==> config.mk <==
export PLATFORM = sky130hd
export DESIGN_NAME = alu_arbiter
export DESIGN_NICKNAME = d
export VERILOG_FILES = /design/src/rtl/alu_arb_pkg.sv /design/src/rtl/alu_arbiter_shared_alu.sv /design/src/rtl/alu_arbiter.sv
export SDC_FILE = /design/constraint.sdc
export NUM_CORES = 1
export LEC_CHECK = 0
export CAP_MARGIN = 20
export CELL_PAD_IN_SITES_DETAIL_PLACEMENT = 0
export CELL_PAD_IN_SITES_GLOBAL_PLACEMENT = 1
export CORE_UTILIZATION = 25
export CTS_CLUSTER_DIAMETER = 30
export DETAILED_ROUTE_END_ITERATION = 6
export GPL_TIMING_DRIVEN = 0
export PLACE_DENSITY = 0.62
export SLEW_MARGIN = 5
export SYNTH_ARGS = -nofsm -noshare
export SYNTH_HDL_FRONTEND = slang
export SYNTH_SLANG_ARGS = --single-unit
==> constraint.sdc <==
create_clock -name i_clk -period 8.8 [get_ports i_clk]
set_clock_uncertainty 0.15 [all_clocks]
set_input_delay 0.88 -clock i_clk [delete_from_list [all_inputs] [get_ports i_clk]]
set_output_delay 0.88 -clock i_clk [all_outputs]
set_load 0.01 [all_outputs]
==> src/rtl/alu_arb_pkg.sv <==
// Shared constants for the two-channel ALU arbiter: opcodes, FSM encoding, default width.
// No logic here; all timing and backpressure behaviour lives in alu_arbiter.
package alu_arb_pkg;

  localparam int W_DEFAULT = 16;

  typedef enum logic [1:0] {
    OP_ADD = 2'd0,
    OP_SUB = 2'd1,
    OP_MUL = 2'd2,
    OP_DIV = 2'd3
  } op_t;

  typedef enum logic [1:0] {
    ST_IDLE = 2'd0,
    ST_EXEC = 2'd1,
    ST_DIV  = 2'd2
  } state_t;

endpackage

==> src/rtl/alu_arbiter_shared_alu.sv <==
// Shared arithmetic: combinational add/sub/mul (all-ones on divide by zero) plus a W-cycle restoring divider.
// Divider launches on start; done and div_result are valid during the last iteration cycle, so the caller latches on that edge.
module shared_alu
  import alu_arb_pkg::*;
#(
  parameter int W = W_DEFAULT
) (
  input  logic           clk,
  input  logic           rst,
  input  logic           start,
  input  logic [W-1:0]   a,
  input  logic [W-1:0]   b,
  input  op_t            op,
  output logic           need_iter,
  output logic [2*W-1:0] result,
  output logic           done,
  output logic [2*W-1:0] div_result
);

  localparam int CW = $clog2(W);

  logic          active;
  logic [CW-1:0] cnt;
  logic [W-1:0]  rem;
  logic [W-1:0]  quo;
  logic [W-1:0]  dvs;
  logic [W:0]    trial;
  logic [W:0]    diff;
  logic [W-1:0]  rem_nxt;
  logic [W-1:0]  quo_nxt;

  assign need_iter = (op == OP_DIV) && (b != '0);

  always_comb begin
    result = '1;
    case (op)
      OP_ADD:  result = {{W{1'b0}}, a} + {{W{1'b0}}, b};
      OP_SUB:  result = {{W{1'b0}}, a} - {{W{1'b0}}, b};
      OP_MUL:  result = {{W{1'b0}}, a} * {{W{1'b0}}, b};
      default: result = '1;
    endcase
  end

  // Quotient register doubles as the dividend shifter: its MSB feeds the partial remainder.
  always_comb begin
    trial = {rem, quo[W-1]};
    diff  = trial - {1'b0, dvs};
    if (!diff[W]) begin
      rem_nxt = diff[W-1:0];
      quo_nxt = {quo[W-2:0], 1'b1};
    end else begin
      rem_nxt = trial[W-1:0];
      quo_nxt = {quo[W-2:0], 1'b0};
    end
  end

  assign done       = active && (cnt == CW'(W - 1));
  assign div_result = {rem_nxt, quo_nxt};

  always_ff @(posedge clk) begin
    if (rst) begin
      active <= 1'b0;
      cnt    <= '0;
      rem    <= '0;
      quo    <= '0;
      dvs    <= '0;
    end else if (start) begin
      active <= 1'b1;
      cnt    <= '0;
      rem    <= '0;
      quo    <= a;
      dvs    <= b;
    end else if (active) begin
      rem <= rem_nxt;
      quo <= quo_nxt;
      cnt <= cnt + 1'b1;
      if (done) active <= 1'b0;
    end
  end

endmodule

==> src/rtl/alu_arbiter.sv <==
// Two-channel round-robin front end to one shared ALU; ack one cycle after grant, result 2 cycles (div W+2) after sample.
// One op in flight; requests wait (held by requester) while busy or while i_hold is high.
module alu_arbiter
  import alu_arb_pkg::*;
#(
  parameter int W = W_DEFAULT
) (
  input  logic           i_clk,
  input  logic           i_rst,
  input  logic           i_req1,
  input  logic           i_req2,
  input  logic [W-1:0]   i_a1,
  input  logic [W-1:0]   i_b1,
  input  logic [W-1:0]   i_a2,
  input  logic [W-1:0]   i_b2,
  input  logic [1:0]     i_op1,
  input  logic [1:0]     i_op2,
  input  logic           i_hold,
  output logic           o_ack1,
  output logic           o_ack2,
  output logic [2*W-1:0] o_r1,
  output logic [2*W-1:0] o_r2,
  output logic           o_valid1,
  output logic           o_valid2,
  output logic           o_busy
);

  state_t         state;
  logic           ptr;      // 0: channel 1 wins a tie, 1: channel 2 wins
  logic           ch;       // channel being served, 0 = ch1
  logic [W-1:0]   a_q;
  logic [W-1:0]   b_q;
  op_t            op_q;
  logic           grant2;
  logic           need_iter;
  logic           alu_start;
  logic           div_done;
  logic [2*W-1:0] alu_result;
  logic [2*W-1:0] div_result;
  logic           fin;
  logic [2*W-1:0] fin_val;

  assign grant2    = i_req2 && (!i_req1 || ptr);
  assign alu_start = (state == ST_EXEC) && need_iter;
  assign fin       = ((state == ST_EXEC) && !need_iter) || ((state == ST_DIV) && div_done);
  assign fin_val   = (state == ST_DIV) ? div_result : alu_result;
  assign o_busy    = (state != ST_IDLE);

  shared_alu #(.W(W)) u_alu (
    .clk        (i_clk),
    .rst        (i_rst),
    .start      (alu_start),
    .a          (a_q),
    .b          (b_q),
    .op         (op_q),
    .need_iter  (need_iter),
    .result     (alu_result),
    .done       (div_done),
    .div_result (div_result)
  );

  always_ff @(posedge i_clk) begin
    if (i_rst) begin
      state    <= ST_IDLE;
      ptr      <= 1'b0;
      ch       <= 1'b0;
      a_q      <= '0;
      b_q      <= '0;
      op_q     <= OP_ADD;
      o_ack1   <= 1'b0;
      o_ack2   <= 1'b0;
      o_valid1 <= 1'b0;
      o_valid2 <= 1'b0;
      o_r1     <= '0;
      o_r2     <= '0;
    end else begin
      o_ack1   <= 1'b0;
      o_ack2   <= 1'b0;
      o_valid1 <= 1'b0;
      o_valid2 <= 1'b0;
      case (state)
        ST_IDLE: begin
          if (!i_hold && (i_req1 || i_req2)) begin
            ch     <= grant2;
            a_q    <= grant2 ? i_a2 : i_a1;
            b_q    <= grant2 ? i_b2 : i_b1;
            op_q   <= op_t'(grant2 ? i_op2 : i_op1);
            o_ack1 <= !grant2;
            o_ack2 <= grant2;
            ptr    <= !grant2;
            state  <= ST_EXEC;
          end
        end
        ST_EXEC: begin
          if (need_iter) state <= ST_DIV;
        end
        ST_DIV: ;
        default: state <= ST_IDLE;
      endcase
      if (fin) begin
        if (ch) begin
          o_r2     <= fin_val;
          o_valid2 <= 1'b1;
        end else begin
          o_r1     <= fin_val;
          o_valid1 <= 1'b1;
        end
        state <= ST_IDLE;
      end
    end
  end

endmodule

Word-level counts from Yosys, hierarchy flattened
Cells that the tools add are included.
{ "op_classes": {"n_addsub": 4, "n_mul": 1, "eq_ne": 8, "mux": 17, "bitwise": 5, "reduce_logical": 27} }
{ "op_table": {"columns": ["op", "n"], "rows": [
  ["case mux 32 bit (3 select lines)", 1],
  ["2-to-1 mux 16 bit", 5],
  ["multiplier 16 x 16 -> 32 bit", 1],
  ["2-to-1 mux 32 bit", 1],
  ["adder 16 x 16 -> 17 bit", 1],
  ["subtractor 16 x 16 -> 17 bit", 1],
  ["subtractor 17 x 16 -> 17 bit", 1],
  ["nonzero test 16 bit", 1],
  ["logical AND 1 bit", 7],
  ["equality test 2 bit (second input constant)", 3],
  ["2-to-1 mux 1 bit", 6],
  ["2-to-1 mux 2 bit", 3],
  ["case mux 2 bit (3 select lines)", 1],
  ["AND reduction 2 bit", 3],
  ["OR reduction 2 bit", 3],
  ["inverter 1 bit", 5],
  ["adder 4 x 1 -> 4 bit (second input constant)", 1],
  ["equality test 2 x 1 -> 1 bit (second input constant)", 2],
  ["equality test 4 bit (second input constant)", 1],
  ["zero test 1 bit", 4],
  ["zero test 2 bit", 2],
  ["!= test 2 bit (second input constant)", 2],
  ["nonzero test 2 bit", 2],
  ["logical OR 1 bit", 3],
  ["other kinds (2)", 2]
]} }
{ "word_totals": {"ff_bits": 159, "input_bits": 73, "out_inout_bits": 69, "elab_cells": 79} }

Depth between registers and ports, before layout
{ "logic_depth": {"ltp_word": 7, "ltp_mapped": 25, "depth_no_buf": 23} }

Hierarchy
A second synthesis with hierarchy kept.
{ "hier_totals": {"cells_unflattened": 2122, "hier_area_um2": 18177.4} }
{ "by_module_without_submodules": {"columns": ["mod", "n_inst", "cells_each", "area_each_um2", "seq_area_each_um2"], "rows": [
  ["shared_alu", 1, 1703, 13778.2, 1061.0],
  ["alu_arbiter", 1, 419, 4399.2, 2122.0]
]} }

Worst setup path before layout
Ideal clock, no wire load.
{ "synth_path": {"path_type": "register to register", "start": "register b_q[1]", "end": "register o_r2[16]", "setup_time_ps": 139, "t_arrival_ps": 6103, "t_required_ps": 8511, "slack_ps": 2408, "path_stages_with_launch": 22, "path_buffers": 2, "synth_period_minus_slack_ps": 6392, "path_cell_list": "dfxtp_1 > clkbuf_1 > clkbuf_1 > nand2_1 > fa_1 > fa_1 > fa_1 > fa_1 > inv_1 > fa_1 > inv_1 > fa_1 > inv_1 > ha_1 > and4_1 > and2_1 > a221o_1 > nand2_1 > o22ai_1 > o21a_1 > a2111oi_0 > o31ai_1"} }
{ "synth_via": {"elab_chain_len": 6, "word_cells_on_any_way": 11, "cone_classes": "add/sub: 2; mul: 1; mux: 2; reduce/logical: 6"} }
{ "synth_lines": {"columns": ["element", "line", "source"], "rows": [
  ["start, declared", "alu_arbiter.sv:32", "logic [W-1:0] b_q;"],
  ["start signal, assigned", "alu_arbiter.sv:86", "b_q <= grant2 ? i_b2 : i_b1;"],
  ["branches (longest 6 deep; another with multiplier 16 x 16 -> 32 bit)", null, null],
  ["end signal, assigned", "alu_arbiter.sv:102", "o_r2 <= fin_val;"],
  ["end, declared", "alu_arbiter.sv:22", "output logic [2*W-1:0] o_r2,"]
]} }
Several ways; the timed one is not identified.
A chain may end at the register's enable or synchronous reset.

Worst setup path in the final report
Same ends and word-level chain as after synthesis.

==> flow_metrics.tcl <==
set metrics [dict create \
    outcome "complete, but fails checks" \
    violations "DRC" \
    grt-ovfl-total 0 \
    crit_path_end "o_r2[16]" \
    p_leak_nw 9.06 \
    finalPower_w 0.00232 \
    grt_pass1_wl_um 102000 \
    cts_root_buffer "clkbuf_16" \
    fill_cells 7537 \
    vias 15500 \
    start_kind "register" \
    cp.arrival_ns 8.48 \
    synth_cell_types 77 \
    dp_hpwl_um 53600 \
    place_ws_ns 0.661 \
    crit_start "b_q[1]" \
    syn-cell-area_um2 17400 \
    finalHoldViolCount 0 \
    drv_slew 0 \
    grt_max_degree 17 \
    holdBufCountCts 0 \
    ys_async_sr_fraction 0 \
    wl_per_cell_um 21.3 \
    setup_viol 0 \
    fmax_ghz 0.120 \
    coreArea_um2 68700 \
    gp_congestion 0.884 \
    path_class "reg2reg" \
    cts_num_sinks 159 \
    routed_via_density 4.89 \
    r2r-end "o_r2[16]" \
    cts_made_buffers 17 \
    regArea_um2 3180 \
    yosys_warnings 0 \
    worst_slack_ns 0.498 \
    netlist.area_leader.share 0.227 \
    ys.flop_type "dfxtp_1" \
    chipHeight_um 266 \
    initial_core_util 0.253 \
    cts_max_path_buffers 2 \
    antenna_found_initial 1 \
    hold_path.class "reg2reg" \
    power.density_nw_per_um2 113 \
    drc 3 \
    nets 2653 \
    htreeDepth 4 \
    synth-edff-count 0 \
    drive_above_1_share 0.0299 \
    avgSynthCellArea_um2 8.43 \
    grt_pass1_vias 16200 \
    synth_seq_cells 159 \
    multi_input_area_um2 12600 \
    worstReg2RegStart "b_q[1]" \
    ioPinCount 142 \
    cts_resized 0 \
    drt_first_pass_iters 7 \
    worst_slew_pin_slew_ns 1.25 \
    syn_inst 2064 \
    syn_nets 2487 \
    die_area_um2 70600 \
    drv_cap 0 \
    die_width_um 266 \
    crit_required_ns 8.98 \
    max-vdd-ir-drop_mv 0.103 \
    relSlewSlack 0.167 \
    layout_min_cycle_time_ns 8.30 \
    drt-initial-drc-count 1162 \
    grt_use_total 0.196 \
    row_count 96 \
    syn_to_final_growth_pct 18.5 \
    clk_pin_slew_worst_paths_ns 0.07 \
    reg2reg_slack_ns 0.50 \
    ys_seq_area_frac 0.183 \
    yosysTopAreaCell "fa_1" \
    rsz0062_at_grt "false" \
    finalCritPeriodShare 0.943 \
    critPathCaptureType "register" \
    cts_tree "built" \
    drt_wl_total_um 67800 \
    post_cts_buffers 0 \
    clock_latency_ns 0.50 \
    detail-route-antenna-nets 0 \
    setup_tns_ns 0 \
    yosys-top-cells-area "fa_1 (23%), dfxtp_1 (18%), ha_1 (11%)" \
    portBuffers 141 \
    rr_worst_depth 21 \
    cp_max_fo 10 \
]
-- placed cells by master (no fill, tap or decap), types with 8 or more instances in the layout --
master,count
clkbuf_16,17
inv_1,310
a31oi_1,8
clkbuf_1,119
xnor2_1,33
nor2b_1,13
clkdlybuf4s50_1,141
a311oi_1,10
o31ai_1,22
a222oi_1,34
xor2_1,17
ha_1,153
nor3_1,29
o211ai_1,9
o21ai_0,50
dfxtp_1,159
nor2_1,143
o21ai_1,13
a211oi_1,49
and2_1,111
a21o_1,21
o21a_1,13
fa_1,197
nand3b_1,29
nand2_1,227
a21oi_1,110
mux2i_1,39
nand2b_1,16
-- Yosys cell counts, types with 22 or more instances --
library cell and n:
o21ai_0 50, nand2_1 227, nor3_1 29, nand3b_1 29
dfxtp_1 159, nor2_1 144, o31ai_1 22, mux2i_1 39
and2_1 111, clkbuf_1 118, a21oi_1 110, a211oi_1 49
xnor2_1 33, ha_1 153, inv_1 310, fa_1 197
a222oi_1 34
-- sequential cells by signal (all words and copies together), names as in the netlist, 2 cells and up --
name / cells
o_r2: 32
a_q: 16
op_q: 2
u_alu.rem: 16
o_r1: 32
u_alu.dvs: 16
state: 2
u_alu.quo: 16
u_alu.cnt: 4
b_q: 16
-- kinds of logic (layout without fill, tap and decap cells) --
logic type | after synthesis | count (layout) | synth area share
AO/OA/AOI/OAI | 416 | 416 | 0.167
XOR/XNOR | 51 | 51 | 0.0268
adder cells (fa/ha/maj) | 350 | 350 | 0.337
buffers and inverters | 436 | 615 | 0.0955
flip-flops | 159 | 159 | 0.183
multiplexers | 42 | 42 | 0.0244
other | 0 | 1 | 0
AND/OR/NAND/NOR | 610 | 610 | 0.166
-- worst min-delay path by stage --
stage / cells after the start / end / from / slack (ns)
finish: 2 / o_r2[17] / o_r2[17] / 0.31
global route: 2 / u_alu.dvs[10] / u_alu.dvs[10] / 0.33
CTS: 2 / u_alu.dvs[10] / u_alu.dvs[10] / 0.31
detailed placement: 2 / u_alu.dvs[10] / u_alu.dvs[10] / 0.30
global placement: 2 / u_alu.dvs[2] / u_alu.dvs[2] / 0.30
floorplan: 2 / u_alu.dvs[10] / u_alu.dvs[10] / 0.29
-- layout make-up --
type                       count  share of cell area
multi-input combinational   1469               0.609
sequential                   159               0.154
timing repair buffer         147              0.0711
inverter                     311              0.0566
tap                          931              0.0565
buffer                       125              0.0240
clock buffer                  20              0.0221
clock inverter                12             0.00607
antenna                        1            0.000121
-- report_power, final --
group | leakage (nW) | switching, W | total (W) | internal (W)
Clock | 0.281 | 0.000369 | 0.000779 | 0.000410
Combinational | 7.49 | 0.000477 | 0.000748 | 0.000271
Sequential | 1.29 | 0.0000501 | 0.000794 | 0.000744
-- through the flow --
| step | instances | instance area (um2) | util | hold slack [ns] |
|---|---|---|---|---|
| after global placement | 3136 | 20000 | 0.291 | 0.296 |
| after global routing | 3174 | 20600 | 0.300 | 0.331 |
| after floorplan | 2064 | 17400 | - | 0.286 |
| final | 3175 | 20600 | 0.300 | 0.311 |
| after detailed placement | 3140 | 20000 | 0.291 | 0.300 |
| after CTS | 3172 | 20600 | 0.300 | 0.310 |
-- worst max-delay path, cell delays in order, from the launching register on --
cell	delay [ns]
dfxtp_1	0.41
clkbuf_1	0.73
clkbuf_1	0.54
nand2_1	0.17
fa_1	0.55
fa_1	0.58
fa_1	0.45
fa_1	0.56
inv_1	0.05
fa_1	0.47
inv_1	0.05
fa_1	0.47
inv_1	0.04
ha_1	0.35
and4_1	0.26
and2_1	0.16
a221o_1	0.51
nand2_1	0.14
o22ai_1	0.08
o21a_1	0.21
a2111oi_1	1.03
o31ai_1	0.18
-- metal layers --
layer  GRT usage  share of wire
met1       0.268           0.47
met2       0.313           0.45
met3      0.0361          0.058
met4      0.0536          0.021
met5           0              0
Power figures use the tool's default switching activity.
